==> src/rtl/riscv_pkg.sv <==
// rtl/riscv_pkg.sv - shared RV32 opcode/funct7 constants and decoded-field record
package riscv_pkg;

  localparam logic [6:0] OP_CAL_R  = 7'b0110011;
  localparam logic [6:0] OP_CAL_I  = 7'b0010011;
  localparam logic [6:0] OP_LOAD   = 7'b0000011;
  localparam logic [6:0] OP_STORE  = 7'b0100011;
  localparam logic [6:0] OP_BRANCH = 7'b1100011;
  localparam logic [6:0] OP_JAL    = 7'b1101111;
  localparam logic [6:0] OP_JALR   = 7'b1100111;
  localparam logic [6:0] OP_LUI    = 7'b0110111;
  localparam logic [6:0] OP_AUIPC  = 7'b0010111;

  localparam logic [6:0] F7_BASE   = 7'b0000000;
  localparam logic [6:0] F7_ALT    = 7'b0100000;
  localparam logic [6:0] F7_MULDIV = 7'b0000001;

  // Width-independent decoded fields; imm and pc travel separately because they are parameterised
  typedef struct packed {
    logic [6:0] opcode;
    logic [2:0] funct3;
    logic [6:0] funct7;
    logic [4:0] rs1;
    logic [4:0] rs2;
    logic [4:0] rd;
    logic       uses_rs1;
    logic       uses_rs2;
    logic       illegal;
  } dec_fields_t;

  function automatic logic is_known_opcode(input logic [6:0] op);
    return (op == OP_CAL_R) || (op == OP_CAL_I) || (op == OP_LOAD) ||
           (op == OP_STORE) || (op == OP_BRANCH) || (op == OP_JAL) ||
           (op == OP_JALR) || (op == OP_LUI) || (op == OP_AUIPC);
  endfunction

endpackage

==> src/rtl/imm_gen.sv <==
// rtl/imm_gen.sv - RV32I immediate extraction, sign-extended to DATA_WIDTH
module imm_gen
  import riscv_pkg::*;
#(
  parameter int DATA_WIDTH = 32
) (
  input  logic [31:0]                  inst,
  input  logic [6:0]                   opcode,
  output logic signed [DATA_WIDTH-1:0] imm
);

  logic [31:0] w_imm32;

  // Select the I/S/B/U/J layout by opcode; formats without an immediate yield zero
  always_comb begin
    w_imm32 = '0;
    case (opcode)
      OP_LOAD, OP_CAL_I, OP_JALR: w_imm32 = {{20{inst[31]}}, inst[31:20]};
      OP_STORE:                   w_imm32 = {{20{inst[31]}}, inst[31:25], inst[11:7]};
      OP_BRANCH:                  w_imm32 = {{19{inst[31]}}, inst[31], inst[7], inst[30:25],
                                             inst[11:8], 1'b0};
      OP_LUI, OP_AUIPC:           w_imm32 = {inst[31:12], 12'b0};
      OP_JAL:                     w_imm32 = {{11{inst[31]}}, inst[31], inst[19:12], inst[20],
                                             inst[30:21], 1'b0};
      default:                    w_imm32 = '0;
    endcase
  end

  assign imm = DATA_WIDTH'($signed(w_imm32));

endmodule

==> src/rtl/decode_stage.sv <==
// rtl/decode_stage.sv - RV32 decode with a two-entry skid buffer between upstream and downstream
module decode_stage
  import riscv_pkg::*;
#(
  parameter int DATA_WIDTH = 32,
  parameter int PC_WIDTH   = 32,
  parameter int ENABLE_M   = 0
) (
  input  logic                         clk,
  input  logic                         rst,
  input  logic                         in_valid,
  output logic                         in_ready,
  input  logic [31:0]                  in_inst,
  input  logic [PC_WIDTH-1:0]          in_pc,
  input  logic                         flush,
  output logic                         out_valid,
  input  logic                         out_ready,
  output logic [PC_WIDTH-1:0]          out_pc,
  output logic [6:0]                   opcode,
  output logic [2:0]                   funct3,
  output logic [6:0]                   funct7,
  output logic [4:0]                   rs1,
  output logic [4:0]                   rs2,
  output logic [4:0]                   rd,
  output logic signed [DATA_WIDTH-1:0] imm,
  output logic                         uses_rs1,
  output logic                         uses_rs2,
  output logic                         illegal
);

  dec_fields_t                  w_dec;
  logic signed [DATA_WIDTH-1:0] w_imm;
  logic [6:0]                   w_op;
  logic [2:0]                   w_f3;
  logic [6:0]                   w_f7;
  logic                         w_is_r;
  logic                         w_is_shift;
  logic                         w_r_legal;
  logic                         w_push;
  logic                         w_pop;

  dec_fields_t                  r_m_dec;
  dec_fields_t                  r_s_dec;
  logic signed [DATA_WIDTH-1:0] r_m_imm;
  logic signed [DATA_WIDTH-1:0] r_s_imm;
  logic [PC_WIDTH-1:0]          r_m_pc;
  logic [PC_WIDTH-1:0]          r_s_pc;
  logic                         r_m_valid;
  logic                         r_s_valid;

  assign w_op = in_inst[6:0];
  assign w_f3 = in_inst[14:12];
  assign w_f7 = in_inst[31:25];

  imm_gen #(.DATA_WIDTH(DATA_WIDTH)) u_imm_gen (
    .inst   (in_inst),
    .opcode (w_op),
    .imm    (w_imm)
  );

  // Combinational field decode of the incoming instruction
  always_comb begin
    w_is_r     = (w_op == OP_CAL_R);
    w_is_shift = (w_op == OP_CAL_I) && ((w_f3 == 3'b001) || (w_f3 == 3'b101));
    w_r_legal  = (w_f7 == F7_BASE) ||
                 ((w_f7 == F7_ALT) && ((w_f3 == 3'b000) || (w_f3 == 3'b101))) ||
                 ((ENABLE_M != 0) && (w_f7 == F7_MULDIV));

    w_dec          = '0;
    w_dec.opcode   = w_op;
    w_dec.funct3   = w_f3;
    w_dec.funct7   = (w_is_r || w_is_shift) ? w_f7 : 7'd0;
    w_dec.uses_rs2 = (w_op == OP_BRANCH) || (w_op == OP_STORE) || w_is_r;
    w_dec.rs2      = w_dec.uses_rs2 ? in_inst[24:20] : 5'd0;
    w_dec.uses_rs1 = !((w_op == OP_LUI) || (w_op == OP_AUIPC) || (w_op == OP_JAL));
    w_dec.rs1      = w_dec.uses_rs1 ? in_inst[19:15] : 5'd0;
    w_dec.rd       = ((w_op == OP_BRANCH) || (w_op == OP_STORE)) ? 5'd0 : in_inst[11:7];
    w_dec.illegal  = !is_known_opcode(w_op) || (w_is_r && !w_r_legal) ||
                     (in_inst[1:0] != 2'b11);
  end

  // in_ready depends only on skid occupancy, so it never combinationally follows out_ready
  assign in_ready = !r_s_valid;
  assign w_push   = in_valid && in_ready && !flush;
  assign w_pop    = r_m_valid && out_ready;

  // Skid buffer: main feeds the output, skid catches the one entry accepted during a stall
  always_ff @(posedge clk or posedge rst) begin
    if (rst) begin
      r_m_valid <= 1'b0;
      r_s_valid <= 1'b0;
      r_m_dec   <= '0;
      r_s_dec   <= '0;
      r_m_imm   <= '0;
      r_s_imm   <= '0;
      r_m_pc    <= '0;
      r_s_pc    <= '0;
    end else if (flush) begin
      r_m_valid <= 1'b0;
      r_s_valid <= 1'b0;
    end else if (w_pop) begin
      if (r_s_valid) begin
        // Older skid entry moves up; in_ready was low so nothing new arrives this cycle
        r_m_valid <= 1'b1;
        r_m_dec   <= r_s_dec;
        r_m_imm   <= r_s_imm;
        r_m_pc    <= r_s_pc;
        r_s_valid <= 1'b0;
      end else if (w_push) begin
        r_m_valid <= 1'b1;
        r_m_dec   <= w_dec;
        r_m_imm   <= w_imm;
        r_m_pc    <= in_pc;
      end else begin
        r_m_valid <= 1'b0;
      end
    end else if (w_push) begin
      if (!r_m_valid) begin
        r_m_valid <= 1'b1;
        r_m_dec   <= w_dec;
        r_m_imm   <= w_imm;
        r_m_pc    <= in_pc;
      end else begin
        r_s_valid <= 1'b1;
        r_s_dec   <= w_dec;
        r_s_imm   <= w_imm;
        r_s_pc    <= in_pc;
      end
    end
  end

  // Present the main entry, forcing every field to zero while nothing is valid
  always_comb begin
    out_valid = r_m_valid;
    out_pc    = r_m_valid ? r_m_pc : '0;
    imm       = r_m_valid ? r_m_imm : '0;
    opcode    = r_m_valid ? r_m_dec.opcode : 7'd0;
    funct3    = r_m_valid ? r_m_dec.funct3 : 3'd0;
    funct7    = r_m_valid ? r_m_dec.funct7 : 7'd0;
    rs1       = r_m_valid ? r_m_dec.rs1 : 5'd0;
    rs2       = r_m_valid ? r_m_dec.rs2 : 5'd0;
    rd        = r_m_valid ? r_m_dec.rd : 5'd0;
    uses_rs1  = r_m_valid && r_m_dec.uses_rs1;
    uses_rs2  = r_m_valid && r_m_dec.uses_rs2;
    illegal   = r_m_valid && r_m_dec.illegal;
  end

endmodule

==> config.mk <==
export PLATFORM = sky130hd
export DESIGN_NAME = decode_stage
export DESIGN_NICKNAME = d
export VERILOG_FILES = /design/src/rtl/riscv_pkg.sv /design/src/rtl/imm_gen.sv /design/src/rtl/decode_stage.sv
export SDC_FILE = /design/constraint.sdc
export NUM_CORES = 1
export LEC_CHECK = 0
export CORE_AREA = 2 2 138 140
export CTS_CLUSTER_DIAMETER = 120
export DETAILED_ROUTE_END_ITERATION = 6
export DIE_AREA = 0 0 140 142
export PLACE_DENSITY_LB_ADDON = 0.05
export SETUP_SLACK_MARGIN = 0.1
export SKIP_CTS_REPAIR_TIMING = 1
export SLEW_MARGIN = 30
export SYNTH_ARGS = -nofsm -noshare
export SYNTH_HDL_FRONTEND = slang
export SYNTH_SLANG_ARGS = --single-unit
==> constraint.sdc <==
create_clock -name clk -period 7.48 [get_ports clk]
set_clock_uncertainty 0.15 [all_clocks]
set_input_delay 0.748 -clock clk [delete_from_list [all_inputs] [get_ports clk]]
set_output_delay 0.748 -clock clk [all_outputs]
set_load 0.01 [all_outputs]
==> flow_results.org <==
** STA
- Transition at the pin with the smallest max-transition slack :: 0.9098 ns
- RSZ-0062 raised after global routing :: false
- Max-Slew Margin vs Limit :: 0.3913
- Final setup vio count :: 0
- Period utilisation layout :: 0.4526
- Final slew viol count :: 0
- In the final timing run, aggregate negative setup slack is 0 ns.
- Subtracting the final worst setup slack from the clock period gives 3.385 ns.
- After layout, the worst setup slack is 4.095 ns.
- The final number of hold-violating endpoints was 0.
- Based on the critical path, the design can be clocked at up to 295.4 MHz.

** Die
- For this configuration, the core starts out at a cell density of 0.5178.
- The core region is 18,460 µm².
- The floorplan step defined a die boundary enclosing 19,880 µm².
- Die outline height :: 142 µm
- Width of the chip :: 140 µm
- Row Count :: 50
- Top-Level Pins :: 170

** Setup path
- Critical Path Source Type :: flip-flop
- The worst setup path is of the reg2out kind.
- The startpoint identified for the worst register-to-register timing path is out_valid.
- Maximum fanout encountered on the critical timing path :: 89
- For the worst flop-to-flop path, the logic depth is 6.
- Slack of the worst reg-to-reg path :: 4.40 ns
- STA puts the critical path data arrival time at 2.49 ns.
- Worst reg2reg endpoint :: r_m_imm[13]
- STA puts the critical path data required time at 6.58 ns.
- Type of element capturing the critical path :: primary output

** Synthesis
- Number of instances in the synthesized netlist :: 1,102
- A synthesized cell averages 8.672 µm².
- The number of nets handed over by synthesis was 1,171.
- Yosys warning count :: 0
- Post-synthesis async set-or-reset flop share :: 1.000
- Portion of the post-synthesis area used by sequential elements :: 0.5237
- In this run, synthesis inferred 0 flip-flops with an integrated enable.
- Leading register cell type out of synthesis :: dfrtp_1
- Mapped cell area :: 9557 µm²
- Register bit total from synthesis :: 200
- Yosys mapped the design onto 52 distinct sky130hd cell types.

** Pwr
- Cell internal pwr :: 2.070 mW
- Of the total power, the share spent switching nets is 0.2662.
- Power spread over the standard cell area amounts to 236.7 nW/µm².
- Power share of the combinational group :: 0.167
- Portion of total power attributed to sequential cells :: 0.483
- In this run the static leakage power is 5.075 nW.
- VDD sags by at most 0.0001703 V.
- Of the total power, the clock network draws 0.350.
- In this run the power spent charging and discharging nets is 750.6 µW.

** Hold path
- Endpoint, Worst Hold :: r_s_dec[1]
- Critical hold path startpoint :: r_s_dec[1]
- Worst hold path stage count :: 2
- The min-delay analysis places its worst path in the category reg2reg.

** Global route
- Global route overflow :: 0
- GRT Total Usage :: 0.2528
- Via count of the first global-routing pass :: 7,515
- The initial antenna violation count is 0.
- The first global-routing pass estimated 39,960 µm of wire.
- Entering global routing, the biggest net connects 124 pins.

** Route
- Routed length per placed instance :: 17.11 µm
- The detailed router placed 8,150 vias in this run.
- Number of routed nets with antenna violations :: 0
- After detailed routing, the number of vias per cell comes to 5.578.
- Violation count after the first detailed-routing iteration :: 642
- In the routed design, unresolved DRC markers number 13.
- The routed design has 25,000 µm of wire.
- First-pass iteration count of the detailed router :: 7

** Clocking
- The tree is rooted in a clkbuf_16.
- Clock transition at the registers of the reported paths :: 0.07 ns
- In this run, CTS created clock tree buffers numbering 17.
- Clock latency on the worst-skew pair, taken at its later pin, is 0.44 ns.
- The H-tree was split into 4 levels.
- TritonCTS clock tree :: yes
- # clock sinks :: 200
- The longest clock path from root to sink contains 2 buffers.

** Place
- Number of port buffers :: 169
- RD Place Congestion :: 0.8318
- Summed over all nets, the half-perimeter wirelength after detailed placement is 15,720 µm.
- Timing analysis after detailed placement gives a worst setup slack of 3.810 ns.

** Run status
- Violations in the final reports :: DRC
- Status :: finished with violations

** Cells and area
- Layout cell share with drive strength beyond 1 :: 0.05786
- Area added between synthesis and finish :: 24.68%
- Number of antenna cells inserted :: 0
- The filler cells instantiated in the layout total 1,580.
- Net count of the finished layout :: 1,283

** Run
- Maximum capacitance violations :: 0
[cells in the mapped netlist (all sizes together), types with 2 or more instances]
master,count,area share
o22ai,3,0.0034
and3,2,0.0013
nand3,51,0.027
o32ai,3,0.0035
inv,6,0.0024
nor2,94,0.037
a21oi,37,0.020
o21ai,50,0.026
and2,100,0.065
clkbuf,47,0.019
nor2b,3,0.0020
nand2b,6,0.0047
a22oi,4,0.0031
nand2,321,0.13
buf,39,0.022
mux2i,2,0.0021
o211ai,18,0.014
a31oi,59,0.039
dfrtp,200,0.52
o31ai,2,0.0030
nor3,15,0.0089
a211oi,23,0.026
[critical path, stage by stage (launching register included)]
cell and delay [ns]:
dfrtp_2 0.57, buf_4 0.63, and2_1 0.28, clkdlybuf4s50_1 0.55
[area by class of cell]
class | count | area [µm²] | area share
timing repair buffer | 179 | 1770 | 0.1486
multi-input combinational | 810 | 4187 | 0.3514
clock inverter | 10 | 165.2 | 0.01386
inverter | 6 | 30.03 | 0.002520
clock buffer | 22 | 464.2 | 0.03896
sequential | 200 | 5006 | 0.4201
tap | 234 | 292.8 | 0.02457
[power by group through the flow]
stage	Sequential [mW]	Clock [mW]	Combinational (mW)
6_report	1.36	0.987	0.471
5_1_grt	1.38	1.04	0.526
4_1_cts	1.36	0.999	0.476
3_5_place_dp	1.38	0	0.473
3_3_place_gp	1.38	0	0.462
2_1_floorplan	1.35	0	0.296
[registers in the layout, indices dropped and copies added, names as in the netlist]
name / flops
r_m_dec: 35
r_s_dec: 35
r_m_imm: 32
r_m_pc: 32
r_s_imm: 32
r_s_pc: 32
out_valid: 1
r_s_valid: 1
[logic make-up (layout without fill, tap and decap cells)]
kind of cell,Yosys count,after routing,synth area share
and+or+nand+nor,599,599,0.2811
AOI/OAI and AO/OA,207,207,0.1479
DFF,200,200,0.5237
buffers and inverters,92,217,0.04307
muxes,3,3,0.003273
xor gates and xnor gates,1,1,0.0009166
[cells in the final DEF (no fill, tap or decap), types with 3 or more instances in the layout]
master / n
dfrtp_1: 199
a211oi_2: 10
bufinv_16: 4
nand2b_1: 5
o21ai_0: 24
clkbuf_1: 3
a211oi_4: 3
o211ai_1: 18
a31oi_1: 59
inv_1: 5
nor2_1: 94
nand3_1: 50
a22oi_1: 4
and2_1: 100
a21oi_1: 35
o21ai_1: 26
nor3_1: 13
clkbuf_16: 17
a211oi_1: 10
clkdlybuf4s50_1: 169
nor2b_1: 3
nand2_1: 320
buf_4: 9
[worst max-delay path by stage]
stage	from	end	slack, ns	depth (start not counted)
after global routing	out_valid	opcode[0]	3.92	3
after floorplan	rst	out_valid	1.13	1
after CTS	out_valid	opcode[5]	4.03	3
after detailed placement	in_inst[2]	r_s_imm[29]	3.81	5
after global placement	in_inst[2]	r_s_imm[24]	3.92	5
final	out_valid	opcode[1]	4.09	3
[metal layers]
metal | up-vias | part of all wire | GRT usage
li1 | 3897 | - | -
met1 | 3951 | 0.44 | 0.3453
met3 | 34 | 0.068 | 0.05182
met2 | 268 | 0.47 | 0.4104
met4 | 0 | 0.016 | 0.08081
met5 | - | 0 | 0
[through the flow]
stage	utilization	hold WS, ns	total power, mW	instance area, µm²	std cells
floorplan	-	0.2906	1.644	9557	1102
global placement	0.6107	0.3035	1.839	11270	1429
detailed placement	0.6109	0.3078	1.854	11270	1429
CTS	0.6450	0.3240	2.836	11900	1461
global route	0.6456	0.3427	2.950	11920	1461
finish	0.6456	0.3249	2.820	11920	1461
(Power assumes the default switching activity.)
